==> config.mk <==
export PLATFORM = sky130hd
export DESIGN_NAME = not_gate_arbiter
export DESIGN_NICKNAME = d
export VERILOG_FILES = /design/src/rtl/not_gate_arbiter.sv
export SDC_FILE = /design/constraint.sdc
export NUM_CORES = 1
export LEC_CHECK = 0
export ABC_AREA = 0
export ABC_CLOCK_PERIOD_IN_PS = 1600
export BUFFER_PORTS_ARGS = -buffer_cell sky130_fd_sc_hd__buf_2
export CAP_MARGIN = 30
export CELL_PAD_IN_SITES_DETAIL_PLACEMENT = 1
export CELL_PAD_IN_SITES_GLOBAL_PLACEMENT = 2
export CORE_ASPECT_RATIO = 0.6
export CORE_MARGIN = 2
export CORE_UTILIZATION = 26
export CTS_CLUSTER_SIZE = 30
export DETAILED_ROUTE_END_ITERATION = 8
export GPL_TIMING_DRIVEN = 1
export PLACE_DENSITY_LB_ADDON = 0.1
export RECOVER_POWER = 100
export SETUP_SLACK_MARGIN = 0.15
export SYNTH_ARGS = -nofsm -noshare
export SYNTH_HDL_FRONTEND = slang
export SYNTH_SLANG_ARGS = --single-unit
==> constraint.sdc <==
create_clock -name clk -period 1.6 [get_ports clk]
set_input_delay 0.16 -clock clk [delete_from_list [all_inputs] [get_ports clk]]
set_output_delay 0.16 -clock clk [all_outputs]
set_load 0.005 [all_outputs]
==> src/rtl/not_gate_arbiter.sv <==
// not_gate_arbiter: round-robin shared WIDTH-bit inverter for 4 requesters; define NOT_ARB_TIMEOUT_EN for a DONE timeout with sticky err
module not_gate_arbiter #(
  parameter int WIDTH = 8
) (
  input  logic               clk,
  input  logic               rst_n,
  input  logic [3:0]         req,
  input  logic [4*WIDTH-1:0] A,
  output logic [3:0]         gnt,
  output logic [WIDTH-1:0]   Y,
  output logic               valid,
  output logic               err
);
  typedef enum logic [1:0] {IDLE, GRANT, DONE} state_t;
  state_t     state;
  logic [1:0] last, win, pick;
  logic       tmo;
  always_comb begin
    pick = last;
    for (int i = 4; i >= 1; i--)
      if (req[last + 2'(i)]) pick = last + 2'(i);
  end
`ifdef NOT_ARB_TIMEOUT_EN
  logic [3:0] cnt;
  assign tmo = cnt == 4'd14;
  always_ff @(posedge clk)
    if (!rst_n) begin
      cnt <= '0;
      err <= 1'b0;
    end else begin
      cnt <= state == DONE ? cnt + 4'd1 : 4'd0;
      if (state == DONE && req[win] && tmo) err <= 1'b1;
    end
`else
  assign tmo = 1'b0;
  assign err = 1'b0;
`endif
  always_ff @(posedge clk)
    if (!rst_n) begin
      state <= IDLE;
      gnt   <= '0;
      valid <= 1'b0;
      Y     <= '0;
      last  <= 2'd3;
      win   <= 2'd0;
    end else case (state)
      IDLE: if (|req) begin
        win   <= pick;
        gnt   <= 4'b0001 << pick;
        state <= GRANT;
      end
      GRANT: begin
        Y     <= ~A[win*WIDTH +: WIDTH];
        valid <= 1'b1;
        state <= DONE;
      end
      default: if (!req[win] || tmo) begin
        gnt   <= '0;
        valid <= 1'b0;
        last  <= win;
        state <= IDLE;
      end
    endcase
endmodule

==> Word-level counts from Yosys, hierarchy flattened <==
Cells that the tools add are included.
{ "word_totals": {"input_bits": 38, "out_inout_bits": 14, "latch_bits": 0, "romBits": 0, "regBits": 19, "mem_bits_rw": 0, "elab_cells": 52, "memories": 0} }
{ "classes": {"n_eq_ne": 5, "muxes": 19, "add_sub_neg": 3, "n_div": 0, "n_shift": 2, "order_cmp": 4, "n_reduce_logical": 8, "mul": 0, "n_bitwise": 5} }
{ "op_table": {"columns": ["cell", "count"], "rows": [
  ["$shiftx A32 B6 Y8", 1],
  ["$lt A2 B3 Y1 const B", 4],
  ["$mux W2", 5],
  ["$bmux W1 S2", 4],
  ["$mux W4", 2],
  ["$not A8 Y8", 1],
  ["$pmux W4 S2", 1],
  ["$reduce_and A2 Y1", 4],
  ["$mux W1", 5],
  ["$add A2 B2 Y2 const B", 2],
  ["$ne A2 B1 Y1 const B", 2],
  ["$not A1 Y1", 4],
  ["$pmux W2 S2", 1],
  ["$reduce_or A4 Y1", 1],
  ["$shl A1 B2 Y4 const A", 1],
  ["$ne A3 B1 Y1 const B", 1],
  ["$reduce_and A3 Y1", 1],
  ["$add A2 B1 Y2 const B", 1],
  ["$eq A2 B1 Y1 const B", 1],
  ["$logic_not A2 Y1", 1],
  ["$ne A2 B2 Y1 const B", 1],
  ["$pmux W1 S2", 1],
  ["$reduce_or A2 Y1", 1]
]} }

==> Longest topological paths before layout <==
Gate-level depths: netlist (run 1).
{ "logic_depth": {"word_depth": 9, "ltp_mapped": 5, "mapped_depth_nobuf": 4} }

==> Least setup slack after synthesis (run 1) <==
OpenSTA, ideal clock, no wires.
{ "synth_timing": {"path_type": "reg-to-reg", "from": "reg win[0]", "to": "reg Y[0]", "stages_incl_launch_ff": 5, "required_ns": 1.541, "path_slack_ns": 0.264, "setup_time_ns": 0.059, "path_buffers": 1, "arrival_ns": 1.277, "path_cell_list": "dfxtp_1 > buf_6 > mux4_1 > nand2_1 > o211a_1"} }
{ "synth_between": {"elab_chain_len": 2} }
{ "synth_lines": {"columns": ["element", "line_no", "text"], "rows": [
  ["start: declaration", "16", "logic [1:0] last, win, pick;"],
  ["start signal: assignment", "48", "win <= pick;"],
  ["$shiftx A32 B6 Y8", "53", "Y <= ~A[win*WIDTH +: WIDTH];"],
  ["$not A8 Y8", "53", null],
  ["end signal: assignment", "53", null],
  ["end: declaration", "10", "output logic [WIDTH-1:0] Y,"]
]} }
No other way between the ends.
A chain may end at the register's enable or synchronous reset.

==> Worst setup path after layout (run 1) <==
{ "layout_timing": {"from": "reg state[1]", "to": "reg last[0]"} }
{ "layout_between": {"elab_chain_len": 4, "word_cells_on_any_way": 5, "classes_between": "1 x eq/ne; 1 x bitwise; 3 x reduce/logical"} }
{ "layout_lines": {"columns": ["element", "line_no", "text"], "rows": [
  ["start: declaration", "15", "state_t state;"],
  ["start signal: assignment", "40", "state <= IDLE;"],
  ["start signal: assignment", "50", "state <= GRANT;"],
  ["start signal: assignment", "55", "state <= DONE;"],
  ["$eq A2 B1 Y1 / $logic_not A2 Y1 (equally long branches)", "46", "end else case (state)"],
  ["$reduce_or A2 Y1 (no source line) *", null, null],
  ["$not A1 Y1 (no source line) *", null, null],
  ["$reduce_and A2 Y1 (no source line) *", null, null],
  ["end signal: assignment", "60", "last <= win;"],
  ["end: declaration", "16", null]
]} }
Every way passes the cells marked *; elsewhere a longest branch is shown, timed or not.

==> summary.txt, run 1 <==
Power
  – Combinational group share of total power: 34.4%
  – PD cells: 972 nW/um^2
  – Internal power: 0.000985 W
  – Peak supply drop: 294 uV
  – Overall power: 0.00144 W
  – Leak Pwr: 0.680 nW
  – Sequential share of power: 42.7%
  – Net Sw Frac: 31.5%
  – Clock power frac: 22.9%
  – Psw: around 0.00045 W

Route
  – Via count: ~1,100
  – Residual DRC: 0
  – Post-route ant nets: 0
  – DR pass1 iterations: 4
  – WL/cell: roughly 15 um
  – DRT iter0 DRCs: 37
  – Post-DR vias/cell: 4.86
  – Routed wire length: between 3 and 4 mm

Cells and area
  – Area of the multi-input gates: 678 um^2
  – Area Growth Syn to Fin: 31.6%
  – Nets: 205
  – Filler cells: 511
  – Ant diodes: 0
  – Register Area: roughly 390 um^2
  – Fraction of layout cells with a size suffix above 1: 36.1%

Setup path
  – WS Path Type: flip-flop to flip-flop
  – Crit start category: flip-flop
  – CP Cell Sequence: and2_0 > a22oi_4 > mux2i_1 > nand2_1
  – Max stage delay on crit path: roughly 0.36 ns
  – Reg-to-Reg End: last[0]$_SDFFE_PN1P_
  – CP max-delay cell: dfxtp_2
  – Reg2Reg Depth: 4
  – Critical path required time: between 1.5 and 2 ns
  – R2r setup slk: 0.21 ns
  – Crit path DAT: 1.52 ns
  – Worst Setup End Kind: flip-flop
  – Worst r2r src: state[1]$_SDFFE_PN0P_
  – Crit path max fanout: 8

CTS
  – CTS clk-pin slew, worst paths: 0.07 ns
  – Postcts setup bufs: 0
  – CTS max path bufs: 2
  – H-Tree Depth: 1
  – Count of clock tree sinks: 19
  – Clk_lat worst skew: 0.25 ns
  – CTS tree: done
  – Cts bufs inserted: 3
  – Root Buffer: clkbuf_8

Place
  – Dpl hpwl: 2.62 mm
  – Port Buffers: 50
  – Global placement routability congestion: 0.796

Status
  – Run status: complete, no violations

Hold path
  – Worst hold stages: 2
  – Tightest Hold Check Type: primary input to flip-flop
  – Hold path endpoint: last[0]$_SDFFE_PN1P_
  – Beginning of the worst hold path: rst_n

STA
  – Final hold violations: 0
  – Max Fclk: 722 MHz
  – Setup TNS Final: 0 ns
  – Final period util: 86.6%
  – Final Slew Violations: 0
  – Setup Skew: around 0.0014 ns
  – Final Critical Period: 1.39 ns
  – Endpoints failing setup: 0
  – RSZ-0062 raised after global routing: true

Logic synthesis
  – Syn Nets: 156
  – YS warnings: 0
  – Distinct cells, synth: 39
  – Synthesized instance count: about 120
  – Cell taking the most area after synthesis: dfxtp_1
  – Post-synthesis register bit count: 19
  – Top post-synthesis cells by area: dfxtp_1 (34%), mux4_2 (12%), a21oi_1 (4.9%)
  – Top cell type's share of synthesized area: 33.9%
  – Synthesized cell area: about 1100 um^2
  – Register area share after synthesis: 33.9%
  – Mapped Avg Cell Area: 9.52 um^2

Floorplan
  – Die X: 88.9 um
  – Core Region: 4120 um^2
  – Initial core utilization: 27.3%
  – Die area: 4880 um^2
  – I/O pins: 52
  – # rows: 18
  – Die height: 54.9 um

Run
  – Max_cap viols: 0

Global routing
  – First-pass GRT wire length: 5.41 mm
  – Grt ovf: 0
  – GRT Overall Usage: about 15%
  – Largest net degree at the start of global routing: 18
  – Initial antenna violation count: 0
  – Vias in the first global route: between 1,000 and 1,500
## synth_stat cells
cell type	count
mux4_2	6
nor2_1	11
mux4_1	2
conb_1	1
a21o_1	1
a311oi_1	1
dfxtp_1	19
and2_1	1
o2111ai_1	2
o21ai_0	3
a211o_1	1
o311a_1	1
buf_2	3
nor2_2	2
nor2b_1	2
buf_6	1
a21oi_1	11
clkbuf_1	4
a22oi_4	1
buf_4	1
nand3b_1	1
clkinv_1	1
nor3b_1	1
a211oi_1	4
mux2i_1	3
clkbuf_2	1
and3_1	1
a221o_1	1
a21boi_2	1
a311o_1	1
o211a_1	5
nand3_1	2
o21a_1	2
o211ai_1	1
a31oi_1	1
nor3_1	1
nand2b_1	3
inv_1	3
nand2_1	11
## critical path: cells and delay by family, from the launching register on
family | cells | cell delay, ns
DFF | 1 | 0.36
AOI/OAI and AO/OA | 1 | 0.35
and+or+nand+nor | 2 | 0.31
muxes | 1 | 0.25
## layout by cell type (no fill, tap or decap), types with 2 or more instances in the layout
| cell type | n |
|---|---|
| a211oi_1 | 4 |
| a21oi_1 | 11 |
| buf_2 | 40 |
| buf_4 | 3 |
| clkbuf_1 | 11 |
| clkbuf_8 | 3 |
| dfxtp_1 | 17 |
| inv_1 | 3 |
| mux2i_1 | 2 |
| mux4_1 | 2 |
| mux4_2 | 6 |
| nand2_1 | 11 |
| nand2b_1 | 3 |
| nand3_1 | 2 |
| nor2_1 | 11 |
| nor2_2 | 2 |
| nor2b_1 | 2 |
| o2111ai_1 | 2 |
| o211a_1 | 5 |
| o21a_1 | 2 |
| o21ai_0 | 3 |
## cell families after synthesis
logic type	Yosys count	synth area share, %
AOI/OAI and AO/OA	37	25.3
buffers and inverters	14	6.12
DFF	19	33.9
muxes	11	19.4
other	1	0.334
and+or+nand+nor	36	15.0
## worst max path at each step
stage / start / endpoint / slack, ns / depth (start not counted)
finish: state[1]$_SDFFE_PN0P_ / last[0]$_SDFFE_PN1P_ / 0.21 / 4
floorplan: win[0]$_SDFFE_PN0P_ / Y[0]$_SDFFE_PN0P_ / 0.26 / 4
global route: state[1]$_SDFFE_PN0P_ / last[0]$_SDFFE_PN1P_ / 0.10 / 4
global placement: win[0]$_SDFFE_PN0P_ / gnt[0]$_SDFFE_PN0P_ / 0.18 / 4
detailed placement: win[0]$_SDFFE_PN0P_ / gnt[0]$_SDFFE_PN0P_ / 0.07 / 4
CTS: win[0]$_SDFFE_PN0P_ / Y[1]$_SDFFE_PN0P_ / 0.21 / 4
## layer usage
metal	track usage (%)	vias up	wire, um	share of wire (%)
met1	21.3	536	1700	52
li1	-	538	-	-
met2	23.5	25	1410	43
met4	0.758	0	0	0
met3	5.04	0	176	5.4
met5	0	-	0	0
## registers in the layout, indices dropped and copies added (netlist names)
name / flops
Y: 8
gnt: 4
last: 2
state: 2
valid: 1
win: 2
## final cells by class
class	instances	area share (%)
repair buffers	54	19.0
inverters	4	1.02
well taps	60	5.08
multi-input cells	85	45.9
clock buffers	4	3.05
flip-flops and latches	19	26.1
## power by group through the flow
stage	Clock, W	Combinational [W]	Sequential, W
after floorplan	0	0.000332	0.000599
after global placement	0	0.000499	0.000618
after detailed placement	0	0.000508	0.000619
after CTS	0.000353	0.000512	0.000611
after global routing	0.000376	0.000551	0.000625
final	0.000329	0.000495	0.000614
## through the flow
| step | utilization, % | hold slack, ns | instance area [um^2] | instances | setup slack [ns] |
|---|---|---|---|---|---|
| CTS | 36.1 | 0.222 | 1490 | 226 | 0.207 |
| global route | 35.9 | 0.225 | 1480 | 226 | 0.103 |
| global placement | 34.9 | 0.464 | 1440 | 222 | 0.176 |
| detailed placement | 34.9 | 0.478 | 1440 | 222 | 0.0664 |
| floorplan | - | 0.323 | 1120 | 118 | 0.264 |
| finish | 35.9 | 0.229 | 1480 | 226 | 0.214 |
## what timing repair did
action	CTS	global route
gates resized for setup	2	2
setup endpoints to repair	8	4
hold buffers	0	0
pin swaps	0	1
Power figures use the tool's default switching activity.
==> run 2: changes to the inputs <==
Settings changed: CORE_MARGIN 2 to 4.
==> run 2 against run 1 <==
First-iteration DRC count grew 2.7%; highest routed layer is now met4; die area is 12% higher; critical path depth unchanged; critical endpoint is now Y[4]$_SDFFE_PN0P_; largest power group unchanged.
==> summary.txt, run 2 (synthesized netlist as in run 1, its figures left out) <==
Power
  – Leak Pwr: roughly 0.7 nW
  – PD cells: 977 nW/um^2
  – Peak supply drop: between 200 and 300 uV

Global routing
  – Vias in the first global route: 1,096
  – First-pass GRT wire length: 5.58 mm
  – GRT Overall Usage: 13.6%
  – Grt ovf: 0
  – Initial antenna violation count: 0
  – Largest net degree at the start of global routing: 18

CTS
  – Postcts setup bufs: 0
  – Count of clock tree sinks: 19
  – Cts bufs inserted: 3
  – CTS tree: done
  – CTS max path bufs: 2
  – Clk_lat worst skew: 0.25 ns
  – H-Tree Depth: 1
  – Hold-fix buffers, CTS: 0
  – Root Buffer: clkbuf_8
  – CTS clk-pin slew, worst paths: 0.07 ns

Place
  – Inst Count DP: 223
  – Dpl hpwl: around 2.7 mm
  – Port Buffers: 50
  – Global placement routability congestion: 0.736

Cells and area
  – Area Growth Syn to Fin: 31.2%
  – Commonest non-fill, non-tap cells in the layout: buf_2 (43), dfxtp_1 (18), a21oi_1 (11), nor2_1 (11), nand2_1 (11)
  – Largest registers: Y: 8 flops, gnt: 4 flops
  – Commonest non-fill, non-tap cell in the layout: buf_2
  – Top reg by flops: Y
  – Ant diodes: 0
  – Final core occ: between 30% and 40%
  – Largest register FFs: 8
  – Register Area: 382 um^2
  – Filler cells: 517
  – Area of the multi-input gates: 669 um^2
  – Nets: 207
  – Fraction of layout cells with a size suffix above 1: a little under two fifths
  – Post-Layout Cell Count: about 230

Route
  – Residual DRC: 0
  – Routed wire length: 3.50 mm
  – DRT iter0 DRCs: 38
  – WL/cell: 15.3 um
  – Post-route ant nets: 0
  – Via count: 1,101
  – Post-DR vias/cell: 4.83
  – DR pass1 iterations: 4

STA
  – Setup Skew: 0.00456 ns
  – Final period util: 89.4%
  – Setup TNS Final: 0 ns
  – Final Critical Period: around 1.4 ns
  – RSZ-0062 raised after global routing: true
  – Final hold violations: 0
  – Endpoints failing setup: 0
  – Final Slew Violations: 0
  – Max Fclk: 699 MHz

Floorplan
  – Die X: 92.9 um
  – Core Region: 4140 um^2
  – I/O pins: 52
  – Initial core utilization: 27.1%
  – Die height: 58.9 um
  – Die area: 5470 um^2
  – # rows: 18

Setup path
  – Crit path DAT: 1.63 ns
  – Worst Path Buf+Inv: 1
  – Reg-to-Reg End: Y[4]$_SDFFE_PN0P_
  – Worst Setup End Kind: flip-flop
  – Crit path max fanout: 5
  – CP Depth: 4
  – WS Path Type: flip-flop to flip-flop
  – R2r setup slk: ~0.17 ns
  – Top delay family on crit path: multiplexers
  – CP Cell Sequence: clkbuf_2 > mux4_2 > nand2_1 > o211a_1
  – Crit start category: flip-flop
  – Max stage delay on crit path: around 0.52 ns
  – Origin of the worst setup path: win[0]$_SDFFE_PN0P_
  – CP endpoint: Y[4]$_SDFFE_PN0P_
  – Worst r2r src: win[0]$_SDFFE_PN0P_
  – CP max-delay cell: mux4_2
  – Reg2Reg Depth: 4
  – Critical path required time: 1.80 ns

Hold path
  – Tightest Hold Check Type: primary input to flip-flop
  – Worst hold stages: 3
  – Beginning of the worst hold path: rst_n

Run
  – Max_cap viols: 0

Status
  – Run status: complete, no violations
run 2: cell count changes in the layout (fill, tap and decap cells not counted), sizes merged:
cell / delta
clkbuf: -2
buf: +4
run 2: final cells by class:
class	instances	area share, %
multi-input combinational	85	45.4
tap	60	5.09
inverter	4	1.02
clock buffer	4	3.06
timing repair buffer	56	19.5
sequential	19	25.9
run 2: worst min path at each step:
| stage | to | slack [ns] |
|---|---|---|
| after floorplan | gnt[2]$_SDFFE_PN0P_ | 0.32 |
| after global placement | gnt[2]$_SDFFE_PN0P_ | 0.45 |
| after detailed placement | gnt[2]$_SDFFE_PN0P_ | 0.47 |
| after CTS | gnt[2]$_SDFFE_PN0P_ | 0.26 |
| after global routing | last[0]$_SDFFE_PN1P_ | 0.28 |
| final | last[0]$_SDFFE_PN1P_ | 0.27 |
run 2: worst reg2reg max path: cells and delay by family (launching register included):
kind | cells | cell delay, ns
flops | 1 | 0.39
compound gates | 1 | 0.13
mux | 1 | 0.52
simple gates | 1 | 0.08
buf+inv | 1 | 0.25
run 2: timing repair:
item	CTS	global route
gates resized for setup	2	3
endpoints found under the setup margin	6	5
gates cloned	1	0
run 2: layer usage:
metal / part of all wire, % / routed length, um / vias up / global-route usage, %
li1: - / - / 538 / -
met1: 49 / 1720 / 536 / 18.3
met2: 46 / 1620 / 25 / 22.2
met3: 4.3 / 149 / 2 / 4.21
met4: 0.40 / 14 / 0 / 1.88
met5: 0 / 0 / - / 0
run 2: power by group:
| part | internal, W | leakage, nW | switching, W | total (W) |
|---|---|---|---|---|
| clock | 0.000177 | 0.0228 | 0.000160 | 0.000337 |
| combinational | 0.000256 | 0.502 | 0.000238 | 0.000493 |
| sequential | 0.000546 | 0.157 | 0.0000627 | 0.000609 |
| total | 0.000979 | 0.681 | 0.000461 | 0.00144 |
run 2: metrics by stage:
step                      power (W)  area, um^2  hold slack, ns  worst slack, ns
after CTS                   0.00148        1490           0.262            0.178
final                       0.00144        1470           0.269            0.170
after floorplan            0.000932        1120           0.323            0.264
after detailed placement    0.00112        1430           0.468           0.0835
after global placement      0.00111        1430           0.452            0.159
after global routing        0.00155        1470           0.283           0.0683
